===== src/rtl/rca_lsq_arbiter_pkg.sv =====
// Shared types and defaults for the RCA load/store-queue arbiter.
package rca_lsq_arbiter_pkg;

    localparam int XLEN          = 32;
    localparam int NUM_OU_DEF    = 4;
    localparam int MAX_LOADS_DEF = 4;

    // OU index as stored in the load tag FIFO (default grid size)
    typedef logic [$clog2(NUM_OU_DEF)-1:0] ou_id_t;

    // One OU's memory request as forwarded to the LSQ
    typedef struct packed {
        logic [XLEN-1:0] addr;
        logic [XLEN-1:0] data;
        logic [2:0]      fn3;
        logic            load;
        logic            store;
    } ou_ls_req_t;

endpackage


===== src/rtl/rca_lsq_arbiter_tag_fifo.sv =====
// Tag FIFO: remembers which OU issued each outstanding load, in issue order.
// Storage is not reset; only pointers and occupancy are.
module rca_tag_fifo #(
    parameter int DEPTH = 4,
    parameter int WIDTH = 2
) (
    input  logic             clk,
    input  logic             rst,
    input  logic             i_push,
    input  logic             i_pop,
    input  logic [WIDTH-1:0] i_din,
    output logic [WIDTH-1:0] o_head,
    output logic             o_full,
    output logic             o_empty
);
    localparam int PW = $clog2(DEPTH);
    localparam int CW = PW + 1;

    logic [WIDTH-1:0] r_mem [DEPTH];
    logic [PW-1:0]    r_wr_ptr;
    logic [PW-1:0]    r_rd_ptr;
    logic [CW-1:0]    r_count;
    logic             w_do_pop;
    logic             w_do_push;

    assign o_empty   = (r_count == '0);
    assign o_full    = (r_count == CW'(DEPTH));
    assign o_head    = r_mem[r_rd_ptr];
    assign w_do_pop  = i_pop && !o_empty;
    // A pop in the same cycle frees the slot the push needs
    assign w_do_push = i_push && (!o_full || w_do_pop);

    // Pointer and occupancy bookkeeping; pointers wrap naturally (DEPTH is a power of 2)
    always_ff @(posedge clk) begin
        if (!rst) begin
            r_wr_ptr <= '0;
            r_rd_ptr <= '0;
            r_count  <= '0;
        end else begin
            if (w_do_push) r_wr_ptr <= r_wr_ptr + 1'b1;
            if (w_do_pop)  r_rd_ptr <= r_rd_ptr + 1'b1;
            case ({w_do_push, w_do_pop})
                2'b10:   r_count <= r_count + 1'b1;
                2'b01:   r_count <= r_count - 1'b1;
                default: r_count <= r_count;
            endcase
        end
    end

    // Tag storage write
    always_ff @(posedge clk) begin
        if (w_do_push) r_mem[r_wr_ptr] <= i_din;
    end

endmodule


===== src/rtl/rca_lsq_arbiter.sv =====
// Round-robin arbiter sharing one LSQ port among NUM_OU operation units.
// Grants are combinational; load returns are steered back via a tag FIFO.
module rca_lsq_arbiter
    import rca_lsq_arbiter_pkg::*;
#(
    parameter int NUM_OU    = NUM_OU_DEF,
    parameter int MAX_LOADS = MAX_LOADS_DEF
) (
    input  logic                     clk,
    input  logic                     rst,
    input  logic [NUM_OU*XLEN-1:0]   ou_addr,
    input  logic [NUM_OU*XLEN-1:0]   ou_data,
    input  logic [NUM_OU*3-1:0]      ou_fn3,
    input  logic [NUM_OU-1:0]        ou_load,
    input  logic [NUM_OU-1:0]        ou_store,
    input  logic [NUM_OU-1:0]        ou_new_request,
    output logic [NUM_OU-1:0]        ou_lsq_full,
    output logic [NUM_OU*XLEN-1:0]   ou_load_data,
    output logic [NUM_OU-1:0]        ou_load_complete,
    output logic [XLEN-1:0]          addr,
    output logic [XLEN-1:0]          data,
    output logic [2:0]               fn3,
    output logic                     load,
    output logic                     store,
    output logic                     new_request,
    input  logic                     lsq_full,
    input  logic [XLEN-1:0]          load_data,
    input  logic                     load_complete,
    output logic                     tag_overflow_err
);
    localparam int IDW = $clog2(NUM_OU);

    logic [IDW-1:0]    r_rr_ptr;
    logic              r_err;
    logic [NUM_OU-1:0] w_elig;
    logic              w_grant;
    logic [IDW-1:0]    w_win;
    ou_ls_req_t        w_req;
    logic              w_pop;
    logic              w_push;
    logic              w_space;
    logic              w_empty;
    logic              w_full;
    logic [IDW-1:0]    w_head;

    // A return is only honoured when a tag is waiting; reset suppresses strobes
    assign w_pop   = rst && load_complete && !w_empty;
    // Room for one more load tag, counting the slot freed by this cycle's pop
    assign w_space = !w_full || w_pop;
    // Dual load+store requests are tagged like loads
    assign w_push  = w_grant && w_req.load;

    // Eligibility: request valid, LSQ free, and a tag slot if it is a load
    always_comb begin
        w_elig = '0;
        for (int i = 0; i < NUM_OU; i++) begin
            w_elig[i] = rst && !lsq_full && ou_new_request[i] && (!ou_load[i] || w_space);
        end
    end

    // Round-robin pick: first eligible OU at or after r_rr_ptr, wrapping
    always_comb begin
        int             j;
        logic [IDW-1:0] idx;
        w_grant = 1'b0;
        w_win   = '0;
        j       = 0;
        idx     = '0;
        for (int k = 0; k < NUM_OU; k++) begin
            j = int'(r_rr_ptr) + k;
            if (j >= NUM_OU) j = j - NUM_OU;
            idx = IDW'(j);
            if (!w_grant && w_elig[idx]) begin
                w_grant = 1'b1;
                w_win   = idx;
            end
        end
    end

    // Winner field mux; idle bus drives zeros
    always_comb begin
        w_req = '0;
        if (w_grant) begin
            w_req.addr  = ou_addr[int'(w_win)*XLEN +: XLEN];
            w_req.data  = ou_data[int'(w_win)*XLEN +: XLEN];
            w_req.fn3   = ou_fn3[int'(w_win)*3 +: 3];
            w_req.load  = ou_load[w_win];
            w_req.store = ou_store[w_win];
        end
    end

    // Per-OU backpressure and load-return strobes
    always_comb begin
        ou_lsq_full      = '1;
        ou_load_complete = '0;
        if (w_grant) ou_lsq_full[w_win] = 1'b0;
        if (w_pop)   ou_load_complete[w_head] = 1'b1;
    end

    assign addr             = w_req.addr;
    assign data             = w_req.data;
    assign fn3              = w_req.fn3;
    assign load             = w_req.load;
    assign store            = w_req.store;
    assign new_request      = w_grant;
    assign ou_load_data     = {NUM_OU{load_data}};
    assign tag_overflow_err = r_err;

    // Round-robin pointer advances past the winner, holds when idle
    always_ff @(posedge clk) begin
        if (!rst) begin
            r_rr_ptr <= '0;
        end else if (w_grant) begin
            r_rr_ptr <= (w_win == IDW'(NUM_OU - 1)) ? '0 : w_win + 1'b1;
        end
    end

    // Sticky error: a load returned with no tag outstanding
    always_ff @(posedge clk) begin
        if (!rst) begin
            r_err <= 1'b0;
        end else if (load_complete && w_empty) begin
            r_err <= 1'b1;
        end
    end

    rca_tag_fifo #(
        .DEPTH (MAX_LOADS),
        .WIDTH (IDW)
    ) u_tag_fifo (
        .clk     (clk),
        .rst     (rst),
        .i_push  (w_push),
        .i_pop   (w_pop),
        .i_din   (w_win),
        .o_head  (w_head),
        .o_full  (w_full),
        .o_empty (w_empty)
    );

endmodule


===== config.mk =====
export PLATFORM = sky130hd
export DESIGN_NAME = rca_lsq_arbiter
export DESIGN_NICKNAME = d
export VERILOG_FILES = /design/src/rtl/rca_lsq_arbiter_pkg.sv /design/src/rtl/rca_lsq_arbiter_tag_fifo.sv /design/src/rtl/rca_lsq_arbiter.sv
export SDC_FILE = /design/constraint.sdc
export NUM_CORES = 1
export LEC_CHECK = 0
export ABC_AREA = 1
export CAP_MARGIN = 20
export CORE_AREA = 2 2 201 203
export DETAILED_ROUTE_END_ITERATION = 10
export DIE_AREA = 0 0 203 205
export DONT_BUFFER_PORTS = 1
export SYNTH_ARGS = -nofsm -noshare
export SYNTH_HDL_FRONTEND = slang
export SYNTH_SLANG_ARGS = --single-unit

===== constraint.sdc =====
create_clock -name clk -period 3.9 [get_ports clk]
set_input_delay 0.78 -clock clk [delete_from_list [all_inputs] [get_ports clk]]
set_output_delay 0.78 -clock clk [all_outputs]
set_load 0.03 [all_outputs]

# ---- Word level (Yosys, flattened, before mapping)
# Memories as Yosys holds them, arrays and structs flattened. A register that Yosys moved wholly into a read port is not among the register bits.
# Cells that the tools add are included.
dict set report classes {
  n_mul 1
  shifts 3
  mux 37
  addsub 12
  reduce_logical 38
  bitwise_logic 1
  eq_ne 4
  n_lt_le_gt_ge 12
}
# operator n
set ops {}
lappend ops {{128-bit by 8-bit variable part select with 32-bit output} 2}
lappend ops {{69-bit two-way mux} 1}
lappend ops {{2-bit two-way mux} 11}
lappend ops {{1-bit logical AND} 20}
lappend ops {{2-bit by 3-bit < comparator with 1-bit output, second input constant} 6}
lappend ops {{1-bit two-way mux} 14}
lappend ops {{1-bit binary-select mux with 2-bit select} 6}
lappend ops {{12-bit by 5-bit variable part select with 3-bit output} 1}
lappend ops {{1-bit logical NOT} 10}
lappend ops {{3-bit greater-or-equal comparator, second input constant} 3}
lappend ops {{4-bit two-way mux} 2}
lappend ops {{2-bit by 1-bit subtractor with 2-bit output, second input constant} 4}
lappend ops {{2-bit by 1-bit adder with 2-bit output, second input constant} 3}
lappend ops {{2-bit by 2-bit adder with 3-bit output, second input constant} 2}
lappend ops {{1-bit logical OR} 6}
lappend ops {{3-bit one-hot mux with 2 select lines} 1}
lappend ops {{1-bit demux with 2-bit select} 2}
lappend ops {{2-bit == test, second input constant} 2}
lappend ops {{2-bit by 1-bit greater-or-equal comparator with 1-bit output, second input constant} 2}
lappend ops {{2-bit by 2-bit multiplier with 4-bit output, second input constant} 1}
lappend ops {{4-bit inverter} 1}
lappend ops {{2-bit by 1-bit adder with 3-bit output, second input constant} 1}
lappend ops {{3-bit by 1-bit adder with 3-bit output, second input constant} 1}
lappend ops {{3-bit == test, second input constant} 1}
lappend ops {{5 further kinds} 5}
dict set report word_totals {
  wordCells 114
  register_bits 10
  mem_bits_rw 8
  inputBits 316
  output_inout_bits 207
  mem_count 1
}
# name words word_bits read_ports rd_ports_with_merged_regs wr line
set mem_list {}
lappend mem_list {u_tag_fifo.r_mem 4 2 1 1 1 rca_lsq_arbiter_tag_fifo.sv:19} ;# logic [WIDTH-1:0] r_mem [DEPTH];

# ---- Longest topological paths before layout
# Gate-level depths: netlist of run 1.
dict set report depth {
  ltp_word 25
  ltp_mapped 22
  mapped_depth_nobuf 22
}

# ---- By module
# Synthesis of run 1 repeated with hierarchy kept, for this count alone.
dict set report hier_totals {
  hier_cells 1070
  area_unflattened_um2 5826.8
}
# mod instances area_per_inst_um2 cells_each seq_area_each_um2
set modules_own_cells {}
lappend modules_own_cells {rca_lsq_arbiter 1 5011.1 976 60.1}
lappend modules_own_cells {rca_tag_fifo 1 815.8 94 420.4}

# ---- Worst setup path after synthesis of run 1
# No wires, ideal clock.
dict set report synth_timing {
  kind {in2out}
  from {input port rst}
  to {output port data[8]}
  n_path_buf 2
  path_slack_ps 416
  t_arrival_ps 2704
  t_required_ps 3120
  stages 13
  path_cell_list {nand2_1 > nand4_1 > nand3_1 > nand2_2 > o21ai_4 > nand3_1 > nor2_1 > o21ai_2 > buf_4 > buf_2 > nor2_1 > o21ai_0 > a21oi_1}
}
dict set report synth_between {
  elab_chain_cells 19
  word_cells_on_any_way 40
  classes_between {shift (1); mux (17); reduce/logical (22)}
}
# item line
set synth_rtl {}
lappend synth_rtl {{start: declaration} rca_lsq_arbiter.sv:10} ;# input logic rst,
lappend synth_rtl {{1-bit logical AND (2 in a row)} rca_lsq_arbiter.sv:47} ;# assign w_pop = rst && load_complete && !w_empty;
lappend synth_rtl {{1-bit logical OR} rca_lsq_arbiter.sv:49} ;# assign w_space = !w_full || w_pop;
lappend synth_rtl {{1-bit logical OR} rca_lsq_arbiter.sv:57} ;# w_elig[i] = rst && !lsq_full && ou_new_request[i] && (!ou_load[i] || w_space);
lappend synth_rtl {{1-bit logical AND} rca_lsq_arbiter.sv:57}
lappend synth_rtl {{1-bit binary-select mux with 2-bit select} rca_lsq_arbiter.sv:73} ;# if (!w_grant && w_elig[idx]) begin
lappend synth_rtl {{1-bit two-way mux (not written as such)} rca_lsq_arbiter.sv:73}
lappend synth_rtl {{1-bit two-way mux} rca_lsq_arbiter.sv:73}
lappend synth_rtl {{1-bit logical NOT} rca_lsq_arbiter.sv:73}
lappend synth_rtl {{[2 not listed]} --}
lappend synth_rtl {{1-bit logical NOT} rca_lsq_arbiter.sv:73}
lappend synth_rtl {{1-bit logical AND} rca_lsq_arbiter.sv:73}
lappend synth_rtl {{1-bit two-way mux} rca_lsq_arbiter.sv:73}
lappend synth_rtl {{1-bit logical NOT} rca_lsq_arbiter.sv:73}
lappend synth_rtl {{1-bit logical AND} rca_lsq_arbiter.sv:73}
lappend synth_rtl {{2-bit two-way mux} rca_lsq_arbiter.sv:73}
lappend synth_rtl {{128-bit by 8-bit variable part select with 32-bit output} rca_lsq_arbiter.sv:85} ;# w_req.data = ou_data[int'(w_win)*XLEN +: XLEN];
lappend synth_rtl {{69-bit two-way mux *} rca_lsq_arbiter.sv:83} ;# if (w_grant) begin
lappend synth_rtl {{end: declaration} rca_lsq_arbiter.sv:21} ;# output logic [XLEN-1:0] data,
# Every way passes the cells marked *; elsewhere a longest branch is shown, timed or not. The select of a mux whose other input is x is not followed.

# ---- Final worst setup path of run 1
dict set report layout_timing {
  from {input port lsq_full}
  to {output port data[6]}
}
dict set report layout_between {
  elab_chain_cells 18
  word_cells_on_any_way 34
  classes_between {shift (1); mux (17); reduce/logical (16)}
}
# item line
set layout_rtl {}
lappend layout_rtl {{start: declaration} rca_lsq_arbiter.sv:26} ;# input logic lsq_full,
lappend layout_rtl {{1-bit logical NOT *} rca_lsq_arbiter.sv:57}
lappend layout_rtl {{1-bit logical AND *} rca_lsq_arbiter.sv:57}
lappend layout_rtl {{1-bit logical AND (2 in a row)} rca_lsq_arbiter.sv:57}
lappend layout_rtl {{1-bit binary-select mux with 2-bit select} rca_lsq_arbiter.sv:73}
lappend layout_rtl {{1-bit two-way mux (not written as such)} rca_lsq_arbiter.sv:73}
lappend layout_rtl {{1-bit two-way mux} rca_lsq_arbiter.sv:73}
lappend layout_rtl {{1-bit logical NOT} rca_lsq_arbiter.sv:73}
lappend layout_rtl {{1-bit logical AND} rca_lsq_arbiter.sv:73}
lappend layout_rtl {{1-bit two-way mux} rca_lsq_arbiter.sv:73}
lappend layout_rtl {{1-bit logical NOT} rca_lsq_arbiter.sv:73}
lappend layout_rtl {{1-bit logical AND} rca_lsq_arbiter.sv:73}
lappend layout_rtl {{1-bit two-way mux} rca_lsq_arbiter.sv:73}
lappend layout_rtl {{1-bit logical NOT} rca_lsq_arbiter.sv:73}
lappend layout_rtl {{1-bit logical AND} rca_lsq_arbiter.sv:73}
lappend layout_rtl {{2-bit two-way mux} rca_lsq_arbiter.sv:73}
lappend layout_rtl {{128-bit by 8-bit variable part select with 32-bit output} rca_lsq_arbiter.sv:85}
lappend layout_rtl {{69-bit two-way mux *} rca_lsq_arbiter.sv:83}
# Marks and branches as above.

==> metrics.yaml, run 1 <==
run_status:
  outcome: "finished, final reports clean"
route:
  drcViolationCount: 0
  dr.pass1.iters: 6
  wl_per_cell_um: 17.5
  top_layer_used: "met5"
  vias: 5362
  wl_um: 22800
  routed_via_density: 4.12
  met3WireLength_um: 2910
  wl_met1_um: 8920
  drtIter0Drc: 444
  wl_met2_um: 10500
  ant_nets: 0
worst_setup_path:
  start_kind: "input pin"
  critPathKind: "in -> out"
  r2r_slack_ns: 0.43
  crit_required_ns: 3.12
  r2r-start: "r_rr_ptr[0]$_SDFFE_PN0P_"
  crit_arrival_ns: 2.96
  cp-end-kind: "output pin"
  r2r-end: "u_tag_fifo.r_count[2]$_SDFFE_PN0P_"
  setup.worst_path.start: "lsq_full"
  cp_max_fo: 30
  r2r_cells: 19
min_path:
  hold-path-endpoint: "u_tag_fifo.r_rd_ptr[1]$_SDFFE_PN0P_"
  hold_start: "u_tag_fifo.r_rd_ptr[1]$_SDFFE_PN0P_"
  min_path_type: "reg -> reg"
  holdPathStages: 2
grt:
  grtUsageTotal: 0.0849
  grt_remaining_overflow: 0
  grt_pass1_wl_um: 26800
  grt_pass1_vias: 4259
  grt_max_degree: 77
  antenna_found_initial: 8
final_layout:
  final_nets: 1098
  stdcell_area_mm2: 0.00532
  syn2layout_area_growth_pct: 11.5
  drive_gt1_frac: 0.166
clock_tree:
  clock-sinks: 20
  cts_buffer_depth: 2
  cts_tree: "done"
  h-tree-depth: 1
  cts-root-buf: "clkbuf_16"
  cts_buffers: 3
  path_clk_slew_ns: 0.06
  clock_latency_ns: 0.25
  ctsHoldBuffers: 0
synth:
  syn-num-nets: 1180
  synthDistinctLibCells: 28
  syn_area_mm2: 0.00477
  synth_seq_cells: 20
  synth_seq_area_share: 0.101
  synth_warnings: 0
  netlist_instances: 854
  syn_area_per_cell_um2: 5.59
timing:
  worst_slew_pin_slew_ns: 0.558
  finalSetupViolCount: 0
  relSlewSlack: 0.626
  fin_crit_sh: 0.960
  min_period_ns: 3.74
  rsz0062_at_grt: "yes"
  hold_viol: 0
  max_freq_mhz: 267
  finalClockSkew_ns: 0.00311
  final_max_slew_viol_count: 0
floorplanning:
  initial_core_util: 0.121
  die_area_mm2: 0.0416
  die_h_um: 205
  rows: 73
  die_w_um: 203
  core_mm2: 0.0394
  boundaryPins: 523
placed_design:
  gp_congestion: 0.910
  port_buffers: 0
  dp_hpwl_um: 16500
  postPlaceCellArea_mm2: 0.00491
run:
  maxCapViolCount: 0
[Yosys cell counts, drive strengths merged]
cell type / n / area share
o21ai: 214 / 0.23
buf: 171 / 0.26
nor2: 157 / 0.12
inv: 105 / 0.083
a21oi: 78 / 0.082
nand2: 47 / 0.038
nand3: 28 / 0.032
clkbuf: 13 / 0.010
dfxtp: 12 / 0.050
ha: 9 / 0.024
edfxtp: 8 / 0.050
nand4: 8 / 0.012
a32oi: 1 / 0.0018
fa: 1 / 0.0042
o211ai: 1 / 0.0016
xor2: 1 / 0.0034
[layout make-up]
type / count / area [um2]
inverters: 105 / 407
clock buffers: 4 / 100
multi-input cells: 545 / 2700
diodes: 5 / 12.5
repair buffers: 97 / 968
flip-flops and latches: 20 / 480
fillers: 4538 / 34000
well taps: 525 / 657
[per-stage QoR]
step | hold WS (ns) | TNS, ns | instances | setup slack [ns] | util
floorplan | 0.436 | 0 | 854 | 0.416 | -
global placement | 0.450 | 0 | 1281 | 0.177 | 0.125
detailed placement | 0.469 | 0 | 1281 | 0.107 | 0.125
CTS | 0.476 | 0 | 1285 | 0.103 | 0.127
global route | 0.494 | -0.203 | 1300 | -0.0697 | 0.135
finish | 0.471 | 0 | 1301 | 0.157 | 0.135
[how the worst max path moves through the flow]
stage | slack, ns | endpoint | depth (start not counted)
global placement | 0.18 | data[0] | 17
floorplan | 0.42 | data[8] | 13
global route | -0.07 | data[0] | 18
detailed placement | 0.11 | data[0] | 17
finish | 0.16 | data[6] | 16
CTS | 0.10 | data[0] | 15
[kinds of logic after synthesis]
logic type | after synthesis | synth area share
compound gates | 294 | 0.313
xor+xnor | 1 | 0.00341
fa+ha+maj | 10 | 0.0278
buf+inv | 289 | 0.348
flops | 20 | 0.101
simple gates | 240 | 0.207
[cells in the final DEF, fill, tap and decap left out, types with 3 or more instances in the layout]
master,count
clkbuf_16,10
nand4_1,7
inv_1,100
diode_2,5
nand2_1,43
o21ai_1,170
buf_12,7
inv_2,4
nor2_1,152
nand3_2,4
nand3_1,23
a21oi_1,76
buf_4,80
o21ai_0,40
ha_1,9
dfxtp_1,12
nand2_2,4
nor2_4,3
edfxtp_1,8
[flip-flops by register name, indices dropped and copies added, names as in the netlist, named ones only]
name,cells
u_tag_fifo.r_wr_ptr,2
r_rr_ptr,2
u_tag_fifo.r_count,3
u_tag_fifo.r_mem,8
u_tag_fifo.r_rd_ptr,2
tag_overflow_err,1
[worst max-delay path, stage by stage]
cell and delay [ns]:
inv_1 0.03, nand2_1 0.13, nor2_1 0.18, nand3_1 0.15
nand3_1 0.12, nand2_2 0.09, nand2_1 0.11, nand3_2 0.12
nand3_4 0.20, clkinv_8 0.13, buf_16 0.18, o21ai_1 0.20
inv_1 0.08, o21ai_1 0.12, a21oi_1 0.10, buf_4 0.19
[routing by layer]
metal / GRT usage / up-vias
li1: - / 2492
met1: 0.107 / 2362
met2: 0.136 / 472
met3: 0.0301 / 32
met4: 0.0250 / 4
met5: 0 / -
[timing repair]
action	CTS	global route
endpoints found under the setup margin	0	49
setup buffers	0	5
gates resized for setup	0	26
Power of run 1 is not shown: default switching activity piles up to over one toggle a cycle in this logic, so the estimate is an artifact.
==> run 2: changes to the inputs <==
Settings changed: CORE_AREA 2 2 201 203 to 4 4 203 205, DIE_AREA 0 0 203 205 to 0 0 207 209.
==> run 2 against run 1 <==
Against the previous run:
- sequential share of layout area is 0.29 points lower
- worst hold slack better by 0.015 ns
- register-to-register slack better by 0.17 ns
- cell area is 3.6% higher
- critical path type unchanged
- highest routed layer unchanged
==> metrics.yaml, run 2 (same netlist as run 1, synthesis figures left out) <==
min_path:
  hold_start: "u_tag_fifo.r_rd_ptr[0]$_SDFFE_PN0P_"
  holdPathStages: 1  # -1
  min_path_type: "reg -> reg"
  hold-path-endpoint: "u_tag_fifo.r_rd_ptr[0]$_SDFFE_PN0P_"
grt:
  antenna_found_initial: 6  # -2
  grt_remaining_overflow: 0  # unchanged
  use_met1: 0.0983  # -0.00870
  grtUsageTotal: 0.0892  # +0.00425
  met2_usage: 0.152  # +0.0159
  busiest_layer: "met2"
  use_met3: 0.0393  # +0.00927
  grt_pass1_wl_um: 30600  # +14%
  grt_pass1_vias: 5027  # +18%
  grt_max_degree: 68  # -12%
timing:
  fin_crit_sh: 0.963  # +0.00326
  rsz0062_at_grt: "yes"
  min_period_ns: 3.76  # +0.0127 ns
  relSlewSlack: 0.627  # +0.000828
  max_freq_mhz: 266  # -0.34%
  hold_viol: 0  # unchanged
  final_max_slew_viol_count: 0  # unchanged
  finalClockSkew_ns: 0.00113  # -0.00197 ns
  setup_ws_ns: 0.145  # -0.0127 ns
  holdWs_ns: 0.486  # +0.0150 ns
  setup_tns_ns: 0  # unchanged
  worst_slew_pin_slew_ns: 0.557  # -0.00124 ns
  finalSetupViolCount: 0  # unchanged
final_layout:
  top_register: "u_tag_fifo.r_mem"
  layout_commonest_cell: "o21ai_1"
  largest_register_ffs: 8  # unchanged
  syn2layout_area_growth_pct: 15.5
  drive_gt1_frac: 0.187  # +0.0209
  top_regs: "u_tag_fifo.r_mem x8, u_tag_fifo.r_count x3"
  final_cell_mix: "168 x o21ai_1, 149 x nor2_1, 100 x inv_1"
  final_nets: 1108  # +0.91%
  postLayoutCoreUtil: 0.140  # +0.00460
run_status:
  outcome: "finished, final reports clean"
worst_setup_path:
  setup.worst_path.start: "rst"
  r2r-start: "r_rr_ptr[1]$_SDFFE_PN0P_"
  crit_arrival_ns: 2.98  # +0.02 ns
  cp_max_fo: 23  # -23%
  cp_slowest_stage_delay_ns: 0.21  # about the same
  crit_chain: "nand2_2 > nand4_1 > nand3_1 > nand2_2 > o21ai_4 > nand3_2 > nor2_4 > o21ai_4 > buf_12 > buf_4 > clkbuf_16 > nor2_1 > o21ai_1 > a21oi_2 > buf_4"
  cp-end-kind: "output pin"
  critPathKind: "in -> out"
  r2r-end: "u_tag_fifo.r_count[2]$_SDFFE_PN0P_"
  start_kind: "input pin"
  r2r_slack_ns: 0.60  # +0.17 ns
  r2r_cells: 19  # unchanged
  crit_required_ns: 3.12  # about the same
  slowest_stage: "o21ai_4"
route:
  drtIter0Drc: 460  # +3.6%
  wl_um: 23500  # +2.8%
  drcViolationCount: 0  # unchanged
  ant_nets: 0  # unchanged
  vias: 5411  # +0.91%
  routed_via_density: 4.13  # +0.30%
  wl_per_cell_um: 17.9  # +2.2%
  dr.pass1.iters: 6  # unchanged
run:
  maxCapViolCount: 0  # unchanged
clock_tree:
  path_clk_slew_ns: 0.06  # about the same
  cts_tree: "done"
  clock_latency_ns: 0.25  # about the same
  h-tree-depth: 1  # unchanged
  clock-sinks: 20  # unchanged
  cts-root-buf: "clkbuf_16"
  cts_buffers: 3  # unchanged
  cts_buffer_depth: 2  # unchanged
floorplanning:
  rows: 73  # unchanged
  boundaryPins: 523  # unchanged
  die_area_mm2: 0.0433  # +4.0%
  die_w_um: 207  # +2.0%
  die_h_um: 209  # +2.0%
  core_mm2: 0.0395  # +0.23%
  initial_core_util: 0.121  # -0.000281
placed_design:
  gp_congestion: 0.853  # -6.2%
  dp_hpwl_um: 18300  # +11%
  preCtsSetupSlack_ns: -0.0315  # -0.138 ns
  port_buffers: 0  # unchanged
-- run 2: cell count changes in the layout (fill, tap and decap cells not counted), moves of 3 or more --
cell     previous run  this run
buf_4              80        85
nor2_2              2         5
nor2_1            152       149
nand3_1            23        20
o21ai_0            40        43
nand3_2             4         7
buf_12              7        12
-- run 2: final cells by class --
cell class | instances | area, um2
repair buffers | 107 | 1140
flip-flops and latches | 20 | 482
well taps | 525 | 657
inverters | 105 | 407
clock buffers | 3 | 75.1
multi-input cells | 545 | 2720
clock inverters | 1 | 30.0
fillers | 4570 | 33900
diodes | 3 | 7.51
-- run 2: worst max-delay path by stage --
stage	to	slack, ns	cells after the start
after floorplan	data[8]	0.42	13
after global placement	store	0.06	17
after detailed placement	store	-0.03	15
after CTS	data[21]	0.04	14
after global routing	data[2]	-0.04	16
final	data[21]	0.14	15
-- run 2: routing by layer --
| metal | vias to the layer above | wire length [um] |
|---|---|---|
| met5 | - | 7 |
| met4 | 2 | 914 |
| met3 | 44 | 3090 |
| met2 | 482 | 11400 |
| met1 | 2387 | 8100 |
| li1 | 2496 | - |
-- run 2: critical path: cells and delay by family --
kind,cells,cell delay [ns]
simple gates,7,0.92
buf+inv,4,0.67
compound gates,4,0.58
-- run 2: through the flow --
step	cells	cell area, um2
2_1_floorplan	854	4770
3_3_place_gp	1285	5010
3_5_place_dp	1285	5010
4_1_cts	1289	5110
5_1_grt	1308	5510
6_report	1309	5520
-- run 2: repair_timing --
item / in CTS / in global routing
hold buffers: 0 / 0
setup buffers: 0 / 10
endpoints found under the hold margin: 0 / 0
endpoints found under the setup margin: 1 / 68
gates cloned: 0 / 7
resized for setup: 1 / 29
pin swaps: 1 / 8
Power of run 2 is left out for the same reason.
==> run 3: changes to the inputs <==
Settings changed: SKIP_CTS_REPAIR_TIMING from default to 1.
==> run 3 against run 2 <==
Against the previous run:
- fmax fell by 0.36%
- critical endpoint is now addr[18]
- register-to-register slack barely moved
- critical path type unchanged
- utilization did not move
- global-route usage did not move
- die area did not move
- critical path depth did not move
- sequential share of layout area did not move
- flip-flop and latch count did not move
- first-iteration DRC count rose by 0.87%
==> metrics.yaml, run 3 (same netlist as run 1, synthesis figures left out) <==
run_status:
  outcome: "finished, final reports clean"
final_layout:
  final_cell_mix: "168 x o21ai_1, 149 x nor2_1, 100 x inv_1"
  final_nets: 1108  # unchanged
  layout_commonest_cell: "o21ai_1"
  top_regs: "u_tag_fifo.r_mem x8, u_tag_fifo.r_count x3"
  top_register: "u_tag_fifo.r_mem"
  stdcell_count: 1309  # unchanged
  postLayoutCoreUtil: 0.140  # unchanged
  drive_gt1_frac: 0.187  # unchanged
  largest_register_ffs: 8  # unchanged
  syn2layout_area_growth_pct: 15.5  # unchanged
route:
  ant_nets: 0  # unchanged
  drcViolationCount: 0  # unchanged
  dr.pass1.iters: 6  # unchanged
  wl_per_cell_um: 17.9  # about the same
  wl_um: 23500  # about the same
  vias: 5444  # +0.61%
  drtIter0Drc: 464  # +0.87%
  routed_via_density: 4.16  # +0.61%
clock_tree:
  clock_latency_ns: 0.25  # about the same
  path_clk_slew_ns: 0.05  # about the same
  h-tree-depth: 1  # unchanged
  cts_tree: "done"
  clock-sinks: 20  # unchanged
  cts_buffer_depth: 2  # unchanged
  cts-root-buf: "clkbuf_16"
  cts_buffers: 3  # unchanged
worst_setup_path:
  cp_max_fo: 17  # -26%
  start_kind: "input pin"
  crit_arrival_ns: 2.99  # about the same
  crit_required_ns: 3.12  # about the same
  critPathKind: "in -> out"
  cp-end-kind: "output pin"
timing:
  final_max_slew_viol_count: 0  # unchanged
  max_freq_mhz: 265  # -0.36%
  holdWs_ns: 0.488  # +0.00174 ns
  worst_slew_pin_slew_ns: 0.557  # +0.000201 ns
  finalSetupViolCount: 0  # unchanged
  fin_crit_sh: 0.966  # +0.00345
  rsz0062_at_grt: "yes"
  setup_tns_ns: 0  # unchanged
  hold_viol: 0  # unchanged
  relSlewSlack: 0.627  # about the same
  finalClockSkew_ns: 0.00171  # +0.000576 ns
  min_period_ns: 3.77  # +0.0135 ns
grt:
  antenna_found_initial: 6  # unchanged
  grt_pass1_wl_um: 30600  # unchanged
  grt_max_degree: 68  # unchanged
  grt_pass1_vias: 5027  # unchanged
  grtUsageTotal: 0.0892  # unchanged
  grt_remaining_overflow: 0  # unchanged
floorplanning:
  rows: 73  # unchanged
  initial_core_util: 0.121  # unchanged
  die_area_mm2: 0.0433  # unchanged
  die_w_um: 207  # unchanged
  boundaryPins: 523  # unchanged
  core_mm2: 0.0395  # unchanged
  die_h_um: 209  # unchanged
placed_design:
  dp_cells: 1285  # unchanged
  dp_hpwl_um: 18300  # unchanged
  gp_congestion: 0.853  # unchanged
  port_buffers: 0  # unchanged
run:
  maxCapViolCount: 0  # unchanged
min_path:
  min_path_type: "reg -> reg"
-- run 3: final timing paths --
path / cells past startpoint / end / startpoint / slack (ns)
setup reg to reg: 19 / u_tag_fifo.r_count[2]$_SDFFE_PN0P_ / r_rr_ptr[1]$_SDFFE_PN0P_ / 0.60
setup / recovery: 15 / addr[18] / rst / 0.13
hold reg to reg: 1 / u_tag_fifo.r_rd_ptr[0]$_SDFFE_PN0P_ / u_tag_fifo.r_rd_ptr[0]$_SDFFE_PN0P_ / 0.49
hold / removal: 1 / u_tag_fifo.r_rd_ptr[0]$_SDFFE_PN0P_ / u_tag_fifo.r_rd_ptr[0]$_SDFFE_PN0P_ / 0.49
-- run 3: through the flow --
step           instance area (um2)  setup slack, ns
2_1_floorplan                 4770            0.416
3_3_place_gp                  5010           0.0644
3_5_place_dp                  5010          -0.0315
4_1_cts                       5110          -0.0426
5_1_grt                       5510          -0.0411
6_report                      5520            0.131
-- run 3: cell type report --
type                            instances  area (um2)
Antenna cell                            3        7.51
Clock buffer                            3        75.1
Clock inverter                          1        30.0
Fill cell                            4568       33900
Inverter                              105         407
Multi-Input combinational cell        545        2720
Sequential cell                        20         482
Tap cell                              525         657
Timing Repair Buffer                  107        1140
-- run 3: critical path: stages --
cell and delay, ns:
nand2_2 0.10, nand4_1 0.15, nand3_1 0.15, nand2_2 0.11, o21ai_4 0.21, nand3_2 0.14, nor2_4 0.14, o21ai_4 0.08
buf_12 0.14, buf_4 0.14, clkbuf_16 0.18, nor2_1 0.10, o21ai_0 0.11, a21oi_2 0.23, buf_4 0.21
-- run 3: routing by layer --
| layer | vias to the layer above | track usage | wire length, um |
|---|---|---|---|
| met4 | 2 | 0.0342 | 901 |
| li1 | 2500 | - | - |
| met2 | 480 | 0.152 | 11400 |
| met5 | - | 0 | 7 |
| met3 | 42 | 0.0393 | 2850 |
| met1 | 2420 | 0.0983 | 8370 |
Power of run 3 is left out for the same reason.
==> variant 1 (flow settings as in run 2) <==
Reset style: asynchronous (`rst`), changed in 3 clocked blocks.
--- a/src/rtl/rca_lsq_arbiter_tag_fifo.sv
+++ b/src/rtl/rca_lsq_arbiter_tag_fifo.sv
@@ -33,3 +33,3 @@
     // Pointer and occupancy bookkeeping; pointers wrap naturally (DEPTH is a power of 2)
-    always_ff @(posedge clk) begin
+    always_ff @(posedge clk or negedge rst) begin
         if (!rst) begin
--- a/src/rtl/rca_lsq_arbiter.sv
+++ b/src/rtl/rca_lsq_arbiter.sv
@@ -109,3 +109,3 @@
     // Round-robin pointer advances past the winner, holds when idle
-    always_ff @(posedge clk) begin
+    always_ff @(posedge clk or negedge rst) begin
         if (!rst) begin
@@ -118,3 +118,3 @@
     // Sticky error: a load returned with no tag outstanding
-    always_ff @(posedge clk) begin
+    always_ff @(posedge clk or negedge rst) begin
         if (!rst) begin
Behaviour: differs if rst is asserted again (counterexample within 4 cycles, from zero or initial values and one cycle with rst low); with rst held inactive, the same outputs for 4 cycles.
==> variant 1 against run 2 <==
Maximum frequency fell by 0.13%. Highest routed layer unchanged. Non-clock buffer count is 13 lower. Wire length is 14% lower. Area after synthesis rose by 2.9%. Setup slack worse by 4.7 ps. Critical path type unchanged. Final area shrank 5.2%. Critical path depth is the same. Sequential cell count fell by 2.
Power is left out: the tool's default activity adds up to more than one toggle a clock period on the data nets, which glitch-free logic cannot reach.
==> variant 1: results (changes against run 2) <==
[synth]
synthesis.nets=1163  ; was 1180
yosysUniqueCellTypes=32  ; was 28
yosys_most_used_dff=dfrtp_1  ; was dfxtp_1
async_flop_share=0.556  ; was 0
yosys-top-cells-count=inv_1, a21oi_1, buf_4, nand2_1, o211ai_1  ; was o21ai_1, nor2_1, buf_4, inv_1, a21oi_1
yosysSeqAreaShare=0.0998  ; was 0.101
synth_area_leaders=buf_4, a21oi_1, inv_1  ; was buf_4, o21ai_1, nor2_1

[setup_path]
crit_arrival_ps=2980  ; about the same
startpoint=lsq_full  ; was rst
crit_slowest_cell=a21oi_1  ; was o21ai_4
crit_path_max_incr_delay_ps=310  ; was 210 ps
critPathMaxFanout=64  ; was 23
rr_startpoint=u_tag_fifo.r_count[1]$_DFFE_PN0P_  ; was r_rr_ptr[1]$_SDFFE_PN0P_

[global_route]
grt_max_degree=66  ; was 68
grt_pass1_wl_mm=28.2  ; was 30.6 mm
grt_usage=0.0827  ; was 0.0892
grt_pass1_vias=4659  ; was 5027
antenna_found_initial=5  ; was 6

[place]
routabilityCongestion=0.896  ; was 0.853
dp_hpwl_mm=17.3  ; was 18.3 mm

[min_path]
hp-class=primary input to async pin  ; was flop to flop

[clock_network]
clkTransAtPathRegs_ps=50

[finish]
final_nets=1079  ; was 1108
drive_above_1_share=0.153  ; was 0.187

[sta]
tightestPinTransition_ps=571  ; was 557 ps
finalClockSkew_ps=4.59  ; was 1.13 ps

[routing]
drt_first_iter_violations=294  ; was 460
vias_per_cell=3.94  ; was 4.13
wirelength_mm=20.2  ; was 23.5 mm

[status]
outcome=finished clean  ; unchanged

variant 1: cell types whose count changed after synthesis, sizes merged, moves of 12 or more:
cell and delta:
o21ai -142, nor2 -139, nand2 +68, o211ai +67
a21oi +62, inv +62, dfxtp -12
variant 1: path summary, 6_finish.rpt:
kind / slack [ps] / depth (start not counted) / endpoint
hold reg to reg: 560 / 1 / u_tag_fifo.r_count[0]$_DFFE_PN0P_
setup / recovery: 140 / 15 / data[30]
setup reg to reg: 530 / 18 / u_tag_fifo.r_count[2]$_DFFE_PN0P_
hold / removal: 220 / 0 / u_tag_fifo.r_count[0]$_DFFE_PN0P_
min in group clk: 560 / 1 / u_tag_fifo.r_count[0]$_DFFE_PN0P_
max in group asynchronous: 3610 / 0 / u_tag_fifo.r_wr_ptr[1]$_DFFE_PN0P_
variant 1: what timing repair did:
item,4_1_cts,5_1_grt
hold buffers,0,0
gates resized for setup,0,4
endpoints found under the setup margin,0,3
variant 1: worst reg2reg max path, cell delays in order, from the launching register on:
cell and delay (ps):
dfrtp_1 420, nor2_4 200, nand4_1 130, nand3_1 130, nand2_2 100, o21ai_4 210, nand3_1 120, nor2_2 140
nor2_4 80, inv_4 140, buf_12 250, nand3_1 140, nand3_2 180, ha_1 180, inv_1 60, fa_1 380
a21oi_1 140, o21ai_0 110, xor2_1 150
variant 1: stage by stage:
stage          setup WS [ps]  std cells   util  area (µm²)  hold WS [ps]
2_1_floorplan            453        837      -        4910           464
3_3_place_gp             262       1273  0.129        5110           485
3_5_place_dp             224       1273  0.129        5110           485
4_1_cts                  203       1277  0.132        5200           219
5_1_grt                 16.4       1279  0.132        5220           211
6_report                 140       1280  0.132        5230           220
variant 1: area by class of cell:
class | instances | area, µm²
Fill cell | 4610 | 34200
Multi-Input combinational cell | 469 | 2540
Timing Repair Buffer | 94 | 812
Tap cell | 525 | 657
Inverter | 167 | 629
Sequential cell | 18 | 490
Clock buffer | 4 | 88.8
Antenna cell | 3 | 7.51
variant 1: per-layer routing:
layer | GRT usage | vias up | part of all wire | wire length (µm)
li1 | - | 2422 | - | -
met1 | 0.0893 | 2207 | 0.35 | 7100
met2 | 0.145 | 382 | 0.50 | 10000
met5 | 0 | - | 0.0015 | 30
met4 | 0.0315 | 4 | 0.037 | 747
met3 | 0.0336 | 27 | 0.11 | 2310
variant 1: logic make-up (layout without fill, tap and decap cells):
logic type,after synthesis,in the layout,synth area share
buffers and inverters,350,265,0.384
AOI/OAI and AO/OA,282,282,0.326
and+or+nand+nor,173,173,0.155
DFF,18,18,0.0998
adders and majority gates,10,10,0.0270
xor gates and xnor gates,4,4,0.00866
other,0,3,0
==> variant 2 (settings of run 2) <==
Without the edit above. `NUM_OU_DEF`: 4 -> 2.
--- a/src/rtl/rca_lsq_arbiter_pkg.sv
+++ b/src/rtl/rca_lsq_arbiter_pkg.sv
@@ -4,3 +4,3 @@
     localparam int XLEN          = 32;
-    localparam int NUM_OU_DEF    = 4;
+    localparam int NUM_OU_DEF    = 2;
     localparam int MAX_LOADS_DEF = 4;
Ports: changed (9 resized); port bits go from 523 to 315. The function was not compared with the original's and may differ.
==> variant 2 against run 2 <==
Area after synthesis shrank 51%. Final area decreased by 55%. Sequential share of layout area rose by 4.9 points. Sequential cell count decreased by 5. Setup slack better by 480 ps. Synthesized cell count decreased by 54%. Wire length shrank 62%. Via count is 60% lower. Highest routed layer is now met4.
Power is left out: it rests on default switching activity, and per cell area and clock period it moved more than threefold.
==> variant 2: results (changes against run 2) <==
[synth]
yosysSeqAreaShare=0.144  ; was 0.101
ys_seq_elements=15  ; was 20
syn_area_um2=2360  ; was 4770 µm²
yosys-top-cells-count=nand2_1, buf_4, nand3_1, inv_1, nor2_1  ; was o21ai_1, nor2_1, buf_4, inv_1, a21oi_1
synthAdderAreaFrac=0.0350  ; was 0.0278
synthesis.nets=575  ; was 1180
syn-mean-instance-area_um2=6.00  ; was 5.59 µm²
synth_edf_count=4  ; was 8
yosysUniqueCellTypes=25  ; was 28

[finish]
layout.nonclk_buf_frac=0.0210  ; was 0.206
clkCellAreaFrac=0.0320  ; was 0.0191
buffers_excl_clock=7  ; was 107
seqCellArea_um2=340  ; was 482 µm²
n_all_inverters=23  ; was 105
drive_above_1_share=0.0881  ; was 0.187
finalNonFillerCells=846  ; was 1309

[status]
outcome=finished clean  ; unchanged

[place]
routabilityCongestion=0.696  ; was 0.853
dpl_worst_slack_ps=544  ; was -31.5 ps
dp_hpwl_mm=7.27  ; was 18.3 mm

[routing]
wl_met3_mm=1.00  ; was 3.09 mm
wl_met1_mm=3.05  ; was 8.10 mm
via_count=2171  ; was 5411
maxUsedRoutingLayer=met4  ; was met5

[sta]
post-route-period-util=0.839  ; was 0.963
finalClockSkew_ps=1.40  ; was 1.13 ps
slew_headroom=0.563  ; was 0.627

[setup_path]
startpoint=load_complete  ; was rst
crit_arrival_ps=2490  ; was 2980 ps
crit_path_max_incr_delay_ps=470  ; was 210 ps
rr_startpoint=u_tag_fifo.r_count[0]$_SDFFE_PN0P_  ; was r_rr_ptr[1]$_SDFFE_PN0P_
endpoint=addr[19]  ; was data[21]
r2r.worst_path.cells=12  ; was 19

[global_route]
grt_max_degree=74  ; was 68
use_met2=0.0710  ; was 0.152
grt_pass1_vias=2023  ; was 5027

[clock_network]
cts_resized=0  ; was 1

[variant 2: worst min-delay path by stage]
stage	startpoint	end	slack [ps]	cells after the start
floorplan	u_tag_fifo.r_rd_ptr[1]$_SDFFE_PN0P_	flop	440	2
global placement	u_tag_fifo.r_rd_ptr[1]$_SDFFE_PN0P_	u_tag_fifo.r_rd_ptr[1]$_SDFFE_PN0P_	460	2
detailed placement	u_tag_fifo.r_rd_ptr[1]$_SDFFE_PN0P_	u_tag_fifo.r_rd_ptr[1]$_SDFFE_PN0P_	460	2
CTS	u_tag_fifo.r_rd_ptr[1]$_SDFFE_PN0P_	u_tag_fifo.r_rd_ptr[1]$_SDFFE_PN0P_	470	2
global route	u_tag_fifo.r_rd_ptr[0]$_SDFFE_PN0P_	flop	500	1
finish	u_tag_fifo.r_rd_ptr[1]$_SDFFE_PN0P_	flop	470	2
